## src/rtl/hilo_mult_ctrl.sv

```systemverilog
// hilo_mult_ctrl: E-stage sequencer for the serial multiplier and owner of
// the HI/LO register pair. It launches one multiply at a time, holds its
// operands until the multiplier completes, writes the product into HI/LO,
// and stalls any E-stage HI/LO user while a multiply is in flight.
module hilo_mult_ctrl #(
  parameter int WIDTH   = 32,
  parameter int MAX_LAT = 40
) (
  input  logic               clk,
  input  logic               rst,
  input  logic               multE,
  input  logic               multsignE,
  input  logic               mfhiE,
  input  logic               mfloE,
  input  logic               mthiE,
  input  logic               mtloE,
  input  logic               flushE,
  input  logic [WIDTH-1:0]   srcAE,
  input  logic [WIDTH-1:0]   srcBE,
  output logic               mult_start,
  output logic               mult_sign,
  output logic [WIDTH-1:0]   mult_a,
  output logic [WIDTH-1:0]   mult_b,
  input  logic [2*WIDTH-1:0] mult_prod,
  input  logic               mult_valid,
  output logic [WIDTH-1:0]   hilo_rdE,
  output logic               stallMult,
  output logic               busy,
  output logic               timeout
);

  // Counter wide enough to hold MAX_LAT-1; the last legal wait index ends the wait.
  localparam int CNT_W = $clog2(MAX_LAT + 1);
  localparam logic [CNT_W-1:0] LAT_LAST = CNT_W'(MAX_LAT - 1);

  typedef enum logic [1:0] {
    S_IDLE  = 2'd0,
    S_START = 2'd1,
    S_WAIT  = 2'd2
  } state_t;

  state_t             state_q, state_d;
  logic [CNT_W-1:0]   lat_cnt_q, lat_cnt_d;
  logic [WIDTH-1:0]   hi_q, hi_d;
  logic [WIDTH-1:0]   lo_q, lo_d;
  logic [WIDTH-1:0]   mult_a_q, mult_a_d;
  logic [WIDTH-1:0]   mult_b_q, mult_b_d;
  logic               mult_sign_q, mult_sign_d;
  logic               timeout_q, timeout_d;

  logic               any_req_s;
  logic               stall_s;
  logic               acc_s;

  // Stall/accept decode: any live HI/LO user waits while a multiply is in flight.
  always_comb begin
    any_req_s = multE | mfhiE | mfloE | mthiE | mtloE;
    stall_s   = ~flushE & any_req_s & (state_q != S_IDLE);
    acc_s     = ~flushE & ~stall_s;
  end

  // Next-state logic for the sequencer, the latency counter and HI/LO.
  always_comb begin
    state_d     = state_q;
    lat_cnt_d   = lat_cnt_q;
    hi_d        = hi_q;
    lo_d        = lo_q;
    mult_a_d    = mult_a_q;
    mult_b_d    = mult_b_q;
    mult_sign_d = mult_sign_q;
    timeout_d   = timeout_q;

    case (state_q)
      S_IDLE: begin
        if (multE && acc_s) begin
          // A multiply wins over any move issued in the same cycle.
          mult_a_d    = srcAE;
          mult_b_d    = srcBE;
          mult_sign_d = multsignE;
          state_d     = S_START;
        end else begin
          if (mthiE && acc_s) begin
            hi_d = srcAE;
          end else begin
            hi_d = hi_q;
          end
          if (mtloE && acc_s) begin
            lo_d = srcAE;
          end else begin
            lo_d = lo_q;
          end
        end
      end
      S_START: begin
        lat_cnt_d = '0;
        state_d   = S_WAIT;
      end
      S_WAIT: begin
        if (mult_valid) begin
          hi_d    = mult_prod[2*WIDTH-1:WIDTH];
          lo_d    = mult_prod[WIDTH-1:0];
          state_d = S_IDLE;
        end else if (lat_cnt_q == LAT_LAST) begin
          // Multiplier never answered: give up, keep HI/LO as they were.
          timeout_d = 1'b1;
          state_d   = S_IDLE;
        end else begin
          lat_cnt_d = lat_cnt_q + CNT_W'(1);
        end
      end
      default: begin
        state_d = S_IDLE;
      end
    endcase
  end

  // State and datapath registers; reset abandons any multiply in flight.
  always_ff @(posedge clk or posedge rst) begin
    if (rst) begin
      state_q     <= S_IDLE;
      lat_cnt_q   <= '0;
      hi_q        <= '0;
      lo_q        <= '0;
      mult_a_q    <= '0;
      mult_b_q    <= '0;
      mult_sign_q <= 1'b0;
      timeout_q   <= 1'b0;
    end else begin
      state_q     <= state_d;
      lat_cnt_q   <= lat_cnt_d;
      hi_q        <= hi_d;
      lo_q        <= lo_d;
      mult_a_q    <= mult_a_d;
      mult_b_q    <= mult_b_d;
      mult_sign_q <= mult_sign_d;
      timeout_q   <= timeout_d;
    end
  end

  // Outputs: start is decoded from the START state so it is exactly one cycle wide.
  always_comb begin
    mult_start = (state_q == S_START);
    busy       = (state_q != S_IDLE);
    mult_a     = mult_a_q;
    mult_b     = mult_b_q;
    mult_sign  = mult_sign_q;
    timeout    = timeout_q;
    stallMult  = stall_s;
    hilo_rdE   = mfhiE ? hi_q : lo_q;
  end

endmodule

```

## config.mk

```make
export PLATFORM = sky130hd
export DESIGN_NAME = hilo_mult_ctrl
export DESIGN_NICKNAME = d
export VERILOG_FILES = /design/src/rtl/hilo_mult_ctrl.sv
export SDC_FILE = /design/constraint.sdc
export NUM_CORES = 1
export LEC_CHECK = 0
export BUFFER_PORTS_ARGS = -buffer_cell sky130_fd_sc_hd__buf_4
export CELL_PAD_IN_SITES_DETAIL_PLACEMENT = 0
export CELL_PAD_IN_SITES_GLOBAL_PLACEMENT = 1
export CORE_MARGIN = 4
export CORE_UTILIZATION = 41
export CTS_BUF_LIST = sky130_fd_sc_hd__clkbuf_8 sky130_fd_sc_hd__clkbuf_16
export DETAILED_ROUTE_END_ITERATION = 16
export PLACE_DENSITY = 0.93
export SLEW_MARGIN = 5
export SYNTH_ARGS = -nofsm -noshare
export SYNTH_HDL_FRONTEND = slang
export SYNTH_SLANG_ARGS = --single-unit
```

## constraint.sdc

```tcl
create_clock -name clk -period 12.1 [get_ports clk]
set_input_delay 1.21 -clock clk [delete_from_list [all_inputs] [get_ports clk]]
set_output_delay 1.21 -clock clk [all_outputs]
set_load 0.03 [all_outputs]
```

Yosys cells after proc, flatten, opt, wreduce, memory -nomap -nowiden
Cells that the tools add are included.
Widths: inputs -> output; s select.

storage, ports and cells
  word-level logic and storage cells = 59
  register bits after elaboration = 138
  output and inout bits = 101
  input port bits = 138

operators by class
  bitwise logic cells = 10
  $add $sub $neg = 1
  mux-type cells = 16
  equal/unequal tests = 11
  reductions and logical operators = 13

operators with widths
  kind                 number
  $mux 32              7
  $pmux 32 s2          2
  $ne 2x2->1 const B   7
  $mux 6               2
  $pmux 6 s2           1
  $reduce_and 4->1     2
  $add 6x1->6 const B  1
  $eq 6x6->1 const B   1
  $mux 2               3
  $pmux 2 s3           1
  $reduce_and 3->1     2
  $reduce_bool 2->1    3
  $or 1x1->1           4
  $reduce_and 2->1     2
  $and 1x1->1          3
  $logic_and 1x1->1    3
  $ne 3x3->1 const B   1
  $not 1->1            3
  $eq 2x1->1 const B   1
  $eq 2x2->1 const B   1
  $logic_not 2->1      1

Longest topological paths before layout
  depth after elaboration = 12
  depth in mapped cells = 8
  gate-level depth less buffers = 6

Worst setup path before layout
OpenSTA, ideal clock, no wires.

  path kind = input port to output port
  from = in mfhiE
  to = out stallMult
  path buffers = 1
  stages on the path = 3
  arrival time = 2.265 ns
  data required time = 10.890 ns
  setup slack = 8.625 ns
  path through = clkbuf_1 -> nor3_1 -> a211oi_1

between the ends
  word-level cells in the longest chain between the ends = 6

RTL lines
  what                       RTL line  source
  start, declared            13        input logic mfhiE,
  $or 1x1->1 (4 in series)   57        any_req_s = multE | mfhiE | mfloE | mthiE | mtloE;
  $and 1x1->1 (2 in series)  58        stall_s = ~flushE & any_req_s & (state_q != S_IDLE);
  end, declared              27        output logic stallMult,

No other way between the ends.

Worst setup path in the final report
  from = reg state_q[0]
  to = reg hi_q[15]

between the ends
  word-level cells in the longest chain between the ends = 7
  elaborated cells between the ends (all ways) = 14
  classes of those cells = 4 x eq/ne; 1 x mux; 3 x bitwise; 6 x reduce/logical

RTL lines
  what                                         RTL line  source
  start, declared                              42        state_t state_q, state_d;
  start signal, assigned                       129       state_q <= state_d;
  $reduce_bool 2->1                            58
  $and 1x1->1                                  58
  $not 1->1                                    59        acc_s = ~flushE & ~stall_s;
  $and 1x1->1                                  59
  $logic_and 1x1->1, on equally long branches  82, 75
  $ne 2x2->1 (no source line)                  -
  $reduce_and 4->1 (no source line)            -
  end signal, assigned                         131       hi_q <= hi_d;
  end, declared                                44        logic [WIDTH-1:0] hi_q, hi_d;

Several ways; a longest one is shown, not always the timed one.
A chain may end at the register's enable or synchronous reset.

==> results_dict.tcl <==
set metrics [dict create \
    holdPathEnd "timeout$_DFFE_PP0P_" \
    hp-start "timeout$_DFFE_PP0P_" \
    r2r_cells 7 \
    fp.dieW_um 132.5 \
    drt_iter0_markers 188 \
    crit_fanout 109 \
    fin_skew_ps 10.20 \
    ctsHoldBuffers 0 \
    dpl_worst_slack_ps 8583 \
    cts_root_buffer "clkbuf_16" \
    synth_enable_flop_cells 0 \
    max_slew_margin 0.2300 \
    synth_nets 694 \
    post-route-min-period_ps 3466 \
    critPathMaxStageDelay_ps 850 \
    grt_overflow 0 \
    cts_resized 0 \
    std_cell_rows 45 \
    drt-pass1-iter-count 4 \
    drv_cap 0 \
    end_kind "flop" \
    synth_area_um2 6354 \
    grt_max_degree 110 \
    die_h_um 132.5 \
    start_util 0.4179 \
    core_area_um2 15200 \
    syn_to_final_growth_pct 38.58 \
    diodes 0 \
    slowest_stage "ha_4" \
    num-fill-cells 1276 \
    p_leak_uw 0.003990 \
    yosys.area_share.xor_xnor 0 \
    synth_top_family_by_area "multiplexers" \
    synth_top_area_cell "dfrtp_1" \
    place_hpwl_um 12320 \
    finalSetupViolations 0 \
    ys_ff_latch 138 \
    place.gp.congestion 0.8142 \
    tns_ps 0 \
    synth_flop_cell "dfrtp_1" \
    crit_path_start_kind "flop" \
    cts_tree "built" \
    peakVddDrop_mv 0.1854 \
    rr_endpoint "hi_q[15]$_DFFE_PP0P_" \
    synthAdderAreaFrac 0.009846 \
    period_share 0.2865 \
    hold_path_depth 1 \
    worstPathArrival_ps 3810 \
    ff2ff_setup_slack_ps 8630 \
    antenna_found_initial 0 \
    path_class "reg2reg" \
    final.setup.worst_slack_ps 8634 \
    insertion_delay_ps 420 \
    cts_max_path_buffers 2 \
    synth-simple-area-share 0.09039 \
    grtUsageTotal 0.1902 \
    syn_inst 551 \
    status "complete, no violations" \
    synth_top_area_share 0.5435 \
    grt_pass1_wl_um 26810 \
    synth-compound-area-share 0.1424 \
    vias_per_cell 5.122 \
    io_buffers 238 \
    slew_viol_final 0 \
    hold_class "reg2reg" \
    tightest_slew_ps 1155 \
    ios 239 \
    rsz0062_at_grt "no" \
    dr_total_vias 5004 \
    remaining_drc_errors 0 \
    layout-drive-gt1-share 0.5184 \
    hold_viol 0 \
    ant_nets 0 \
    grt_pass1_vias 5340 \
    syn_area_per_cell_um2 11.53 \
    power-per-cell-area_nw_per_um2 305.5 \
    ys_types 36 \
    crit_chain "inv_1 > ha_4 > mux2i_1 > a21oi_4 > buf_4 > nor2_1 > a21oi_2" \
    ys_warn_count 0 \
    cts.sinks 138 \
    timing.rr.start "state_q[0]$_DFFE_PP0P_" \
    path_clk_slew_ps 60 \
    async_reset_ff_frac 1.000 \
    nets 919 \
    cts_max_level 4 \
    fmax_mhz 288.5 \
    crit_required_ps 12440 \
    synth.yosys.seq_area_share 0.5435 \
    muxShareOfSynthArea 0.1770 \
    wire_per_inst_um 17.15 \
    synth_area_leaders "dfrtp_1 (54%), mux2_2 (18%), a21oi_1 (8.0%)" \
    finalWirelength_um 16750 \
    post-cts-setup-buffers 0 \
    cts-buffers-inserted 17 \
    die-area_um2 17550 \
]
## worst max path at each step
stage | startpoint | to | slack [ps] | cells after the start
after floorplan | rst | hi_q[0]$_DFFE_PP0P_ | 7190 | 1
after global placement | state_q[0]$_DFFE_PP0P_ | hi_q[21]$_DFFE_PP0P_ | 8670 | 7
after detailed placement | state_q[0]$_DFFE_PP0P_ | hi_q[22]$_DFFE_PP0P_ | 8580 | 7
after CTS | state_q[0]$_DFFE_PP0P_ | hi_q[22]$_DFFE_PP0P_ | 8560 | 7
after global routing | state_q[0]$_DFFE_PP0P_ | hi_q[22]$_DFFE_PP0P_ | 8290 | 7
final | state_q[0]$_DFFE_PP0P_ | hi_q[15]$_DFFE_PP0P_ | 8630 | 7
## per-stage QoR
| stage | power, µW | hold slack, ps | cells | utilization | cell area, µm² |
|---|---|---|---|---|---|
| final | 2690 | 464.6 | 977 | 0.5792 | 8805 |
| after global routing | 2857 | 510.5 | 977 | 0.5792 | 8805 |
| after detailed placement | 2190 | 455.0 | 945 | 0.5404 | 8215 |
| after floorplan | 1751 | 482.3 | 551 | - | 6354 |
| after global placement | 2142 | 456.4 | 945 | 0.5404 | 8215 |
| after CTS | 2715 | 468.5 | 977 | 0.5792 | 8805 |
## cell usage in the layout (no fill, tap or decap), types with 5 or more instances in the layout
cell        instances
nor2_1             66
inv_1               6
nor2b_1            32
clkinvlp_4          5
nand2_1             8
mux2_2             99
buf_4             242
dfrtp_1           138
a21oi_2            28
inv_6               6
clkbuf_16          17
a21oi_1           102
## routing by layer
| layer | vias up | part of all wire | GRT usage |
|---|---|---|---|
| li1 | 2371 | - | - |
| met1 | 2428 | 0.40 | 0.2221 |
| met2 | 190 | 0.51 | 0.3304 |
| met3 | 15 | 0.083 | 0.06996 |
| met4 | 0 | 0.012 | 0.05254 |
| met5 | - | 0 | 0 |
## flip-flops by register name (all words and copies together) (netlist names)
| signal | count |
|---|---|
| mult_b | 32 |
| lat_cnt_q | 6 |
| mult_sign | 1 |
| timeout | 1 |
| lo_q | 32 |
| mult_a | 32 |
| state_q | 2 |
| hi_q | 32 |
## kinds of logic after synthesis
group	after synthesis
AO/OA/AOI/OAI	147
multiplexers	100
adder cells (fa/ha/maj)	5
AND/OR/NAND/NOR	118
flip-flops	138
buffers and inverters	43
## synth_stat cells (2+ instances only)
library cell and n:
nand4_1 2, clkbuf_1 13, a21oi_1 102, buf_6 6, inv_1 7, o221ai_1 2
nor3_1 2, mux2_2 99, nor2_1 66, buf_2 13, nor2b_1 32, a22o_1 2
ha_1 5, a21oi_2 28, dfrtp_1 138, nand2_1 8, nand3_1 2, o21ai_0 3
a21oi_4 2, buf_4 3
## worst max-delay path, delay by kind of cell, from the launching register on
kind | cells | cell delay (ps)
buffers and inverters | 2 | 690
adder cells (fa/ha/maj) | 1 | 850
multiplexers | 1 | 350
flip-flops | 1 | 400
AND/OR/NAND/NOR | 1 | 110
AO/OA/AOI/OAI | 2 | 960
## report_power, final
group	internal [µW]	leakage (µW)	total, µW	switching (µW)
registers	693	0.00160	820	127
clock network	307	0.000273	518	211
logic	537	0.00211	1350	815
## layout make-up
class	instances	area [µm²]	area share
timing repair buffer	242	1817	0.2063
clock buffer	17	425.4	0.04832
multi-input combinational	370	2679	0.3042
tap	188	235.2	0.02672
inverter	7	31.28	0.003553
sequential	138	3453	0.3922
clock inverter	15	163.9	0.01862
Power figures use the tool's default switching activity.
